===== config.mk =====
export PLATFORM = sky130hd
export DESIGN_NAME = kga_wide_add_seq
export DESIGN_NICKNAME = d
export VERILOG_FILES = /design/src/rtl/kga_wide_add_seq.sv
export SDC_FILE = /design/constraint.sdc
export NUM_CORES = 1
export LEC_CHECK = 0
export CAP_MARGIN = 20
export CORE_ASPECT_RATIO = 1.5
export CORE_MARGIN = 2
export CORE_UTILIZATION = 40
export CTS_BUF_LIST = sky130_fd_sc_hd__clkbuf_4
export DETAILED_ROUTE_END_ITERATION = 6
export PLACE_DENSITY_LB_ADDON = 0.25
export SYNTH_ARGS = -nofsm -noshare
export SYNTH_HDL_FRONTEND = slang
export SYNTH_SLANG_ARGS = --single-unit

===== constraint.sdc =====
create_clock -name clk -period 3.3 [get_ports clk]
set_input_delay 0.66 -clock clk [delete_from_list [all_inputs] [get_ports clk]]
set_output_delay 0.66 -clock clk [all_outputs]
set_load 0.01 [all_outputs]

===== src/rtl/kga_wide_add_seq.sv =====
// ---------------------------------------------------------------------------
// kga_wide_add_seq
//   Wide (8*WORDS-bit) add/subtract built from one 8-bit Kogge-Stone adder that
//   is reused once per limb, least-significant limb first. The carry between
//   limbs is kept in a register.
//
//   Ports
//     clk, rst_n            clock, asynchronous active-low reset
//     start_valid/ready     command handshake (ready only while IDLE)
//     op_a, op_b            operands, sampled on the accepting edge
//     op_cin                carry-in for add (ignored for subtract)
//     op_sub                0: A+B+cin, 1: A-B computed as A+~B+1
//     res_valid/ready       result handshake
//     res_sum               W-bit result
//     res_cout              carry out of the MSB (subtract: 1 = no borrow)
//     res_ovf               two's-complement signed overflow
//     busy                  high whenever the sequencer is not IDLE
// ---------------------------------------------------------------------------

// 8-bit Kogge-Stone adder. The carry-in is folded into bit 0's generate term,
// so the carry into bit i is simply the group generate of bits [i-1:0].
module kga (
  input  logic [7:0] A,
  input  logic [7:0] B,
  input  logic       in_C,
  output logic [7:0] S,
  output logic       out_C
);

  logic [7:0] p0_s;
  logic [7:0] g0_s;
  logic [7:0] g1_s, p1_s;
  logic [7:0] g2_s, p2_s;
  logic [7:0] g3_s, p3_s;

  assign p0_s = A ^ B;
  assign g0_s = (A & B) | {7'b0000000, (p0_s[0] & in_C)};

  // Prefix level 1 (span 1)
  for (genvar i = 0; i < 8; i++) begin : g_lvl1
    if (i >= 1) begin : g_comb
      assign g1_s[i] = g0_s[i] | (p0_s[i] & g0_s[i-1]);
      assign p1_s[i] = p0_s[i] & p0_s[i-1];
    end else begin : g_pass
      assign g1_s[i] = g0_s[i];
      assign p1_s[i] = p0_s[i];
    end
  end

  // Prefix level 2 (span 2)
  for (genvar i = 0; i < 8; i++) begin : g_lvl2
    if (i >= 2) begin : g_comb
      assign g2_s[i] = g1_s[i] | (p1_s[i] & g1_s[i-2]);
      assign p2_s[i] = p1_s[i] & p1_s[i-2];
    end else begin : g_pass
      assign g2_s[i] = g1_s[i];
      assign p2_s[i] = p1_s[i];
    end
  end

  // Prefix level 3 (span 4)
  for (genvar i = 0; i < 8; i++) begin : g_lvl3
    if (i >= 4) begin : g_comb
      assign g3_s[i] = g2_s[i] | (p2_s[i] & g2_s[i-4]);
      assign p3_s[i] = p2_s[i] & p2_s[i-4];
    end else begin : g_pass
      assign g3_s[i] = g2_s[i];
      assign p3_s[i] = p2_s[i];
    end
  end

  // Top-level group propagate is not needed: in_C is already inside g3_s.
  logic unused_p3_s;
  assign unused_p3_s = ^p3_s;

  assign S     = p0_s ^ {g3_s[6:0], in_C};
  assign out_C = g3_s[7];

endmodule

module kga_wide_add_seq #(
  parameter int WORDS = 4
) (
  input  logic               clk,
  input  logic               rst_n,
  input  logic               start_valid,
  output logic               start_ready,
  input  logic [8*WORDS-1:0] op_a,
  input  logic [8*WORDS-1:0] op_b,
  input  logic               op_cin,
  input  logic               op_sub,
  output logic               res_valid,
  input  logic               res_ready,
  output logic [8*WORDS-1:0] res_sum,
  output logic               res_cout,
  output logic               res_ovf,
  output logic               busy
);

  localparam int W     = 8 * WORDS;
  localparam int LIMB  = 8;
  localparam int IDX_W = (WORDS > 1) ? $clog2(WORDS) : 1;
  localparam logic [IDX_W-1:0] LAST_IDX = IDX_W'(WORDS - 1);

  typedef enum logic [1:0] {
    IDLE = 2'd0,
    RUN  = 2'd1,
    DONE = 2'd2
  } state_t;

  state_t           state_q, state_d;
  logic [IDX_W-1:0] idx_q, idx_d;
  logic [W-1:0]     a_q, a_d;
  // b_q holds the effective operand (already inverted for subtract), so the
  // operation type needs no separate storage.
  logic [W-1:0]     b_q, b_d;
  logic             carry_q, carry_d;
  logic [W-1:0]     sum_q, sum_d;
  logic             cout_q, cout_d;
  logic             ovf_q, ovf_d;
  logic             res_valid_q, res_valid_d;
  logic             busy_q, busy_d;

  logic [7:0]       kga_a_s;
  logic [7:0]       kga_b_s;
  logic [7:0]       kga_s_s;
  logic             kga_cout_s;

  assign kga_a_s = a_q[idx_q*LIMB +: LIMB];
  assign kga_b_s = b_q[idx_q*LIMB +: LIMB];

  kga u_kga (
    .A     (kga_a_s),
    .B     (kga_b_s),
    .in_C  (carry_q),
    .S     (kga_s_s),
    .out_C (kga_cout_s)
  );

  // Next-state and datapath update for the IDLE/RUN/DONE sequencer
  always_comb begin
    state_d     = state_q;
    idx_d       = idx_q;
    a_d         = a_q;
    b_d         = b_q;
    carry_d     = carry_q;
    sum_d       = sum_q;
    cout_d      = cout_q;
    ovf_d       = ovf_q;

    case (state_q)
      IDLE: begin
        if (start_valid) begin
          a_d     = op_a;
          b_d     = op_sub ? ~op_b : op_b;
          carry_d = op_sub ? 1'b1 : op_cin;
          idx_d   = '0;
          state_d = RUN;
        end else begin
          state_d = IDLE;
        end
      end
      RUN: begin
        sum_d[idx_q*LIMB +: LIMB] = kga_s_s;
        carry_d                   = kga_cout_s;
        if (idx_q == LAST_IDX) begin
          cout_d  = kga_cout_s;
          // Overflow: both effective operands share a sign that the sum lacks.
          ovf_d   = (kga_a_s[7] ~^ kga_b_s[7]) & (kga_s_s[7] ^ kga_a_s[7]);
          state_d = DONE;
        end else begin
          idx_d   = idx_q + IDX_W'(1);
          state_d = RUN;
        end
      end
      DONE: begin
        if (res_ready) begin
          state_d = IDLE;
        end else begin
          state_d = DONE;
        end
      end
      default: begin
        state_d = IDLE;
      end
    endcase

    res_valid_d = (state_d == DONE);
    busy_d      = (state_d != IDLE);
  end

  // State, datapath and registered status flags
  always_ff @(posedge clk or negedge rst_n) begin
    if (!rst_n) begin
      state_q     <= IDLE;
      idx_q       <= '0;
      a_q         <= '0;
      b_q         <= '0;
      carry_q     <= 1'b0;
      sum_q       <= '0;
      cout_q      <= 1'b0;
      ovf_q       <= 1'b0;
      res_valid_q <= 1'b0;
      busy_q      <= 1'b0;
    end else begin
      state_q     <= state_d;
      idx_q       <= idx_d;
      a_q         <= a_d;
      b_q         <= b_d;
      carry_q     <= carry_d;
      sum_q       <= sum_d;
      cout_q      <= cout_d;
      ovf_q       <= ovf_d;
      res_valid_q <= res_valid_d;
      busy_q      <= busy_d;
    end
  end

  assign start_ready = (state_q == IDLE);
  assign res_valid   = res_valid_q;
  assign res_sum     = sum_q;
  assign res_cout    = cout_q;
  assign res_ovf     = ovf_q;
  assign busy        = busy_q;

endmodule

# --- Yosys cells after proc, flatten, opt, wreduce, memory -nomap -nowiden ---
# Index checks and enable logic that the tools add are counted.
totals:
  reg_bits: 105
  out_inout_bits: 37
  word_cells: 94
op_classes:
  bitwise: 53
  n_reduce_logical: 7
  add_sub_neg: 2
  n_mux: 12
  n_eq_ne: 6
  shifts: 4
op_table:
  columns: ["cell", "n"]
  rows:
  - ["indexed part select 32 x 6 -> 8 bit", 2]
  - ["negator 5 -> 34 bit", 1]
  - ["variable shift 8 x 34 -> 32 bit, first input constant", 1]
  - ["indexed part select 8 x 34 -> 32 bit", 1]
  - ["bitwise mux 32 bit", 1]
  - ["two-way mux 32 bit", 1]
  - ["inverter 32 bit", 1]
  - ["bitwise AND 1 bit", 29]
  - ["bitwise OR 1 bit", 17]
  - ["XOR 8 bit", 2]
  - ["bitwise AND 8 bit", 1]
  - ["two-way mux 2 bit", 4]
  - ["bitwise OR 8 x 1 -> 8 bit", 1]
  - ["equality test 2 bit, second input constant", 3]
  - ["one-hot mux 2 bit (3 select lines)", 1]
  - ["AND reduction 2 bit", 3]
  - ["inequality test 2 bit, second input constant", 2]
  - ["one-hot mux 2 bit (2 select lines)", 1]
  - ["nonzero test 2 bit", 2]
  - ["two-way mux 1 bit", 3]
  - ["AND reduction 3 bit", 1]
  - ["adder 2 x 1 -> 2 bit, second input constant", 1]
  - ["equality test 2 x 1 -> 1 bit, second input constant", 1]
  - ["logical NOT 2 bit", 1]
  - ["other kinds (3)", 3]

# --- Longest topological paths before layout ---
# Gate-level depths: netlist of the first run.
depth:
  depth_word: 12
  depth_mapped: 10
  depth_no_buf: 9

# --- Hierarchy ---
# A second synthesis of the first run with hierarchy kept.
hier_totals:
  hier_cells: 388
  hier_area_um2: 5047.3
by_module_without_submodules:
  columns: ["module", "area_per_inst_um2", "cells_each", "instances"]
  rows:
  - ["kga_wide_add_seq", 4710.8, 347, 1]
  - ["kga", 336.6, 41, 1]

# --- Worst setup path before layout of the first run ---
# Ideal clock, no wire load.
synth_path:
  path_kind: "register to register"
  startpoint: "register idx_q[0]"
  endpoint: "register sum_q[14], in the netlist res_sum[14]"
  arrival_ns: 2.782
  period_less_slack_ns: 2.903
  path_slack_ns: 0.397
  stages_incl_launch_ff: 11
  required_time_ns: 3.179
  path_cell_list: "dfrtp_1 buf_2 mux4_2 fa_1 inv_1 fa_1 nand2b_1 a21oi_1 a211o_1 xor2_1 a22o_1"
synth_via:
  elab_chain_len: 11
  elab_cells_between_ends: 47
  classes_between: "add/sub: 1; shift: 4; mux: 1; bitwise: 41"
synth_rtl:
  columns: ["item", "line", "text"]
  rows:
  - ["from (decl)", "112", "logic [IDX_W-1:0] idx_q, idx_d;"]
  - ["from (signal assigned)", "207", "idx_q <= idx_d;"]
  - ["indexed part select 32 x 6 -> 8 bit (on tied branches)", "129, 130", null]
  - ["XOR 8 bit or bitwise AND 8 bit (tied branches)", "36, 37", null]
  - ["bitwise AND 1 bit or bitwise OR 8 x 1 -> 8 bit (tied branches)", "37", "assign g0_s = (A & B) | {7'b0000000, (p0_s[0] & in_C)};"]
  - ["bitwise OR 8 x 1 -> 8 bit or bitwise AND 1 bit (tied branches)", "37, 42", null]
  - ["bitwise AND 1 bit (tied with other cells)", "42", "assign g1_s[i] = g0_s[i] | (p0_s[i] & g0_s[i-1]);"]
  - ["bitwise OR 1 bit (tied with other cells)", "42", null]
  - ["bitwise AND 1 bit (tied with other cells)", "53", "assign g2_s[i] = g1_s[i] | (p1_s[i] & g1_s[i-2]);"]
  - ["bitwise OR 1 bit (on tied branches)", "53, 64", null]
  - ["XOR 8 bit", "76", "assign S = p0_s ^ {g3_s[6:0], in_C};"]
  - ["indexed part select 8 x 34 -> 32 bit", "164", "sum_d[idx_q*LIMB +: LIMB] = kga_s_s;"]
  - ["bitwise mux 32 bit (*)", "164", null]
  - ["to (signal assigned)", "211", "sum_q <= sum_d;"]
  - ["to (decl)", "118", "logic [W-1:0] sum_q, sum_d;"]
# Mark *: on every way between the ends. The rest lies on a longest branch, timed or not.
# A chain may end at the register's enable or synchronous reset.

# --- Worst setup path after layout of the first run ---
layout_path:
  startpoint: "register idx_q[0]"
  endpoint: "register sum_q[13], in the netlist res_sum[13]"
# Same word-level chain as after synthesis.

==> flow_summary.ini, run 1 <==
[global_route]
grt_pass1_wl_um = 17500
antenna_found_initial = 1
track_usage_pct = 17.4
grt_remaining_overflow = 0
grt_pass1_vias = 3453
grt_max_degree = 100

[worst_setup_path]
cp_max_fo = 14
crit_end = res_sum[13]
rr_endpoint = res_sum[13]
r2r_slack_ps = 530
cp.arrival_ps = 3190
required_ps = 3720
critPathKind = register to register
end_kind = register
r2r_start = idx_q[0]
critPathLaunchType = register
startpoint = idx_q[0]
worstRegToRegCells = 8

[clocking]
cts_tree = done
htreeDepth = 3
cts_sinks = 105
path_clk_slew_ps = 150
clk_latency_ps = 480
clock_tree.root_cell = clkbuf_4
ctsHoldBuffers = 0
postCtsSetupRepairBufs = 0
ctsResizeCount = 0
cts_buffer_depth = 2
cts_made_buffers = 9

[synthesis]
synth-edff-count = 0
async_reset_ff_share_pct = 100
synth.net_count = 482
synth_cell_types = 39
syn_inst = 397
syn_area_um2 = 4990
ys_warn_count = 0
synth_top_area_cell = dfrtp_1
synth.area.top_cells = dfrtp_1, mux2_2, mux4_2
synthFlopType = dfrtp_1
ys_ff_latch = 105
synth_top_area_share_pct = 52.7
ys_seq_area_share_pct = 52.7
avgSynthCellArea_um2 = 12.6

[routing]
wl_per_cell_um = 16.7
via_count = 3414
dr.pass1.iters = 4
avgViaCountPerCell = 5.15
drc = 0
ant_nets = 0
wirelength_um = 11100
drt_iter0_drc = 153

[timing]
fmax_mhz = 361
fin_setup_tns_ps = 0
rsz0062_at_grt = false
slew_headroom_pct = 40.4
layout_min_cycle_time_ps = 2770
hold_viol_final = 0
fin_skew_ps = 17.5
drv_slew = 0
fin_crit_sh_pct = 83.9
worstMarginPinSlew_ps = 894
finalSetupViolCount = 0

[cells_and_area]
utilization_pct = 51.8
nFillCells = 1107
fin_nets = 586
syn2layout_area_growth_pct = 27.9
drive_gt1_share_pct = 17.2

[placement]
hpwl_um = 8540
port_buffers = 106
gp_routability_congestion = 0.829

[floorplanning]
io_pins = 107
die_h_um = 141
core.rowCount = 50
fp.dieW_um = 95.2
start_util_pct = 40.5
core_area_um2 = 12300
die_area_um2 = 13400

[pwr]
p_per_area_nw_per_um2 = 1090
seqPwrFrac_pct = 32.0
p_sw_share_pct = 41.9
p_leak_uw = 0.00262
clock_power_share_pct = 10.8
p_sw_uw = 2920
ir_worst_vdd_mv = 0.502
share_comb_of_total_power_pct = 57.2
internal_power_uw = 4060

[run_status]
status = completed

[hold_path]
hold_class = primary input to asynchronous set/reset pin

[flow_run]
maxCapViolCount = 0
==> per-layer routing <==
| layer | GRT usage, % | vias to the layer above | wire length, µm |
|---|---|---|---|
| met5 | 0 | - | 0 |
| met4 | 9.31 | 0 | 367 |
| met3 | 2.35 | 19 | 375 |
| met2 | 31.0 | 84 | 6150 |
| met1 | 19.6 | 1689 | 4210 |
| li1 | - | 1622 | - |
==> power groups by stage <==
stage | logic (µW) | clock network, µW | registers [µW]
after floorplan | 2750 | 0 | 2240
after global placement | 3910 | 0 | 2270
after detailed placement | 4030 | 0 | 2290
after CTS | 4030 | 771 | 2250
after global routing | 4390 | 819 | 2320
final | 3990 | 754 | 2240
==> cell usage in the layout (no fill, tap or decap), drive strengths merged, types with 2 or more instances in the layout <==
cell,netlist,final
a21oi,39,39
a211oi,2,2
mux4,16,16
ha,13,13
nand2b,3,3
xnor2,36,36
nand2,20,20
fa,2,2
xor2,3,3
mux2,33,33
dfrtp,105,105
a22o,24,24
clkbuf,5,9
clkdlybuf4s50,0,104
buf,15,9
o211ai,2,2
o21ai,14,14
bufinv,0,2
nor2,40,40
nor3,2,2
clkinv,0,2
inv,8,10
==> sequential cells by signal (all words and copies together), names as in the netlist <==
register,count
res_cout,1
idx_q,2
b_q,32
carry_q,1
busy,1
state_q,2
res_ovf,1
a_q,32
res_valid,1
res_sum,32
==> layout make-up <==
class	instances	area, µm²	share of cell area [%]
diodes	1	2.50	0.0392
clock buffers	9	67.6	1.06
clock inverters	7	101	1.59
inverters	8	30.0	0.471
multi-input cells	264	2240	35.1
flip-flops and latches	105	2630	41.2
well taps	156	195	3.06
repair buffers	113	1120	17.5
==> cells in the mapped netlist, types with 2 or more instances <==
master,instances
dfrtp_1,105
mux4_2,16
ha_1,13
a21oi_1,39
nor2_1,40
nand2_4,3
xnor2_1,36
o21ai_2,2
fa_1,2
nand2_1,16
o211ai_1,2
clkbuf_1,5
nand2b_1,3
inv_1,8
buf_2,14
a211oi_1,2
xor2_1,3
mux2_2,33
a22o_1,24
o21ai_0,12
==> worst min-delay path by stage <==
stage	startpoint	endpoint	slack (ps)	cells after the start
after floorplan	rst_n	a_q[0]	360	0
after global placement	res_sum[10]	res_sum[10]	470	2
after detailed placement	res_sum[18]	res_sum[18]	470	2
after CTS	rst_n	res_sum[28]	260	1
after global routing	rst_n	res_sum[11]	290	1
final	rst_n	busy	250	1
==> kinds of logic (layout without fill, tap and decap cells) <==
kind of cell    count (synthesis)  in the layout  share of synthesized area, %
fa+ha+maj                      15             15                          4.06
flops                         105            105                          52.7
mux                            50             50                          14.9
xor+xnor                       39             39                          6.85
compound gates                 85             85                          10.9
simple gates                   75             75                          8.05
buf+inv                        28            137                          2.61
other cells                     0              1                             0
==> worst max-delay path, cell delays in order, from the launching register on <==
cell	delay, ps
dfrtp_1	460
buf_4	290
mux4_2	560
ha_1	330
a211oi_1	290
o21bai_1	140
a21oi_1	200
xnor2_1	250
a22o_1	200
==> stage by stage <==
stage | setup slack [ps] | area [µm²] | cells | power [µW] | hold slack [ps]
floorplan | 397 | 4990 | 397 | 4980 | 364
global placement | 654 | 6210 | 646 | 6180 | 466
detailed placement | 570 | 6210 | 646 | 6310 | 466
CTS | 551 | 6380 | 662 | 7050 | 262
global route | 334 | 6380 | 663 | 7520 | 289
finish | 531 | 6380 | 663 | 6990 | 249
Note: power is estimated with default switching activity, not from simulation.
==> run 2, diff against run 1 <==
==> constraint.sdc (replaced) <==
create_clock -name clk -period 2.8 [get_ports clk]
set_input_delay 0.56 -clock clk [delete_from_list [all_inputs] [get_ports clk]]
set_output_delay 0.56 -clock clk [all_outputs]
set_load 0.01 [all_outputs]
==> flow_summary.ini, run 2 (synthesis gave the netlist of run 1 again) <==
[placement]
placed_cell_area_um2 = 6240
pre_cts_slack_ps = 77.4
gp_routability_congestion = 0.785
hpwl_um = 8540
port_buffers = 106

[routing]
wirelength_um = 11200
avgViaCountPerCell = 5.13
dr.pass1.iters = 4
via_count = 3428
wl_per_cell_um = 16.8
drc = 0
drt_iter0_drc = 130
ant_nets = 0

[global_route]
antenna_found_initial = 1
track_usage_pct = 17.5
grt_max_degree = 100
grt_pass1_wl_um = 17400
grt_pass1_vias = 3442
grt_remaining_overflow = 0

[timing]
layout_min_cycle_time_ps = 2650
fin_crit_sh_pct = 94.6
fin_skew_ps = 19.5
fmax_mhz = 377
fin_setup_tns_ps = 0
worstMarginPinSlew_ps = 787
hold_viol_final = 0
drv_slew = 0
setup_ws_ps = 150
slew_headroom_pct = 47.5
rsz0062_at_grt = false
finalSetupViolCount = 0

[floorplanning]
die_h_um = 141
fp.dieW_um = 95.2
core_area_um2 = 12300
core.rowCount = 50
io_pins = 107
start_util_pct = 40.5
die_area_um2 = 13400

[clocking]
cts_tree = done
clk_latency_ps = 470
path_clk_slew_ps = 160
cts_buffer_depth = 2
htreeDepth = 3
cts_sinks = 105
clock_tree.root_cell = clkbuf_4
cts_made_buffers = 9

[cells_and_area]
drive_gt1_share_pct = 18.4
fin_area_um2 = 6470
utilization_pct = 52.5
final_cell_mix = dfrtp_1, clkdlybuf4s50_1, nor2_1
syn2layout_area_growth_pct = 29.6
fin_nets = 591

[run_status]
status = completed

[hold_path]
hold_class = register to register

[worst_setup_path]
critPathKind = register to register
cp.arrival_ps = 3030
end_kind = register
critPathLaunchType = register
required_ps = 3180
cp_max_fo = 5

[pwr]
total_power_uw = 8590
ir_worst_vdd_mv = 0.633
p_per_area_nw_per_um2 = 1330
p_leak_uw = 0.00266

[flow_run]
maxCapViolCount = 0
-- run 2: cell count changes in the layout (fill, tap and decap cells not counted), sizes merged --
cell         change
buf              +4
bufinv           +1
inv              -2
dlygate4sd3      +1
clkinv           +1
-- run 2: worst paths after layout --
check	startpoint	to	slack (ps)	depth (start not counted)
worst max-delay path	idx_q[0]	res_sum[29]	150	9
max in group asynchronous	rst_n	idx_q[0]	1520	3
min in group asynchronous	rst_n	a_q[17]	510	2
worst max register to register	idx_q[0]	res_sum[29]	150	9
worst min-delay path	res_sum[25]	res_sum[25]	500	2
worst min register to register	res_sum[25]	res_sum[25]	500	2
-- run 2: repair_timing --
action | CTS | global route
setup endpoints to repair | 0 | 14
endpoints found under the hold margin | 22 | 0
buffers inserted | 0 | 1
hold buffers | 1 | 0
gates resized for setup | 0 | 4
-- run 2: power breakdown --
| group | internal [µW] | switching (µW) |
|---|---|---|
| Clock | 452 | 495 |
| Sequential | 2220 | 416 |
| Combinational | 2370 | 2640 |
| Total | 5040 | 3550 |
-- run 2: final cells by class --
type                       count  area, µm²
multi-input combinational    264       2250
clock buffer                   9       67.6
inverter                       8       30.0
antenna                        1       2.50
clock inverter                 7        119
fill                        1092       5860
tap                          156        195
timing repair buffer         118       1170
sequential                   105       2630
-- run 2: layer usage --
metal / vias to the layer above / global-route usage (%) / wire length (µm)
met5: - / 0 / 0
met4: 0 / 9.46 / 337
met3: 20 / 2.24 / 473
met2: 94 / 31.6 / 6260
met1: 1693 / 19.3 / 4170
li1: 1621 / - / -
-- run 2: worst max-delay path, stage by stage, from the launching register on --
cell and delay [ps]:
dfrtp_2 430, buf_4 120, buf_4 160, mux4_2 550, ha_1 310, a211oi_1 300
o21bai_1 120, a21oi_1 200, xnor2_1 150, a22o_1 230
-- run 2: stage by stage --
| step | hold slack [ps] | cells |
|---|---|---|
| 2_1_floorplan | 264 | 397 |
| 3_3_place_gp | 465 | 649 |
| 3_5_place_dp | 470 | 649 |
| 4_1_cts | 502 | 666 |
| 5_1_grt | 518 | 668 |
| 6_report | 496 | 668 |
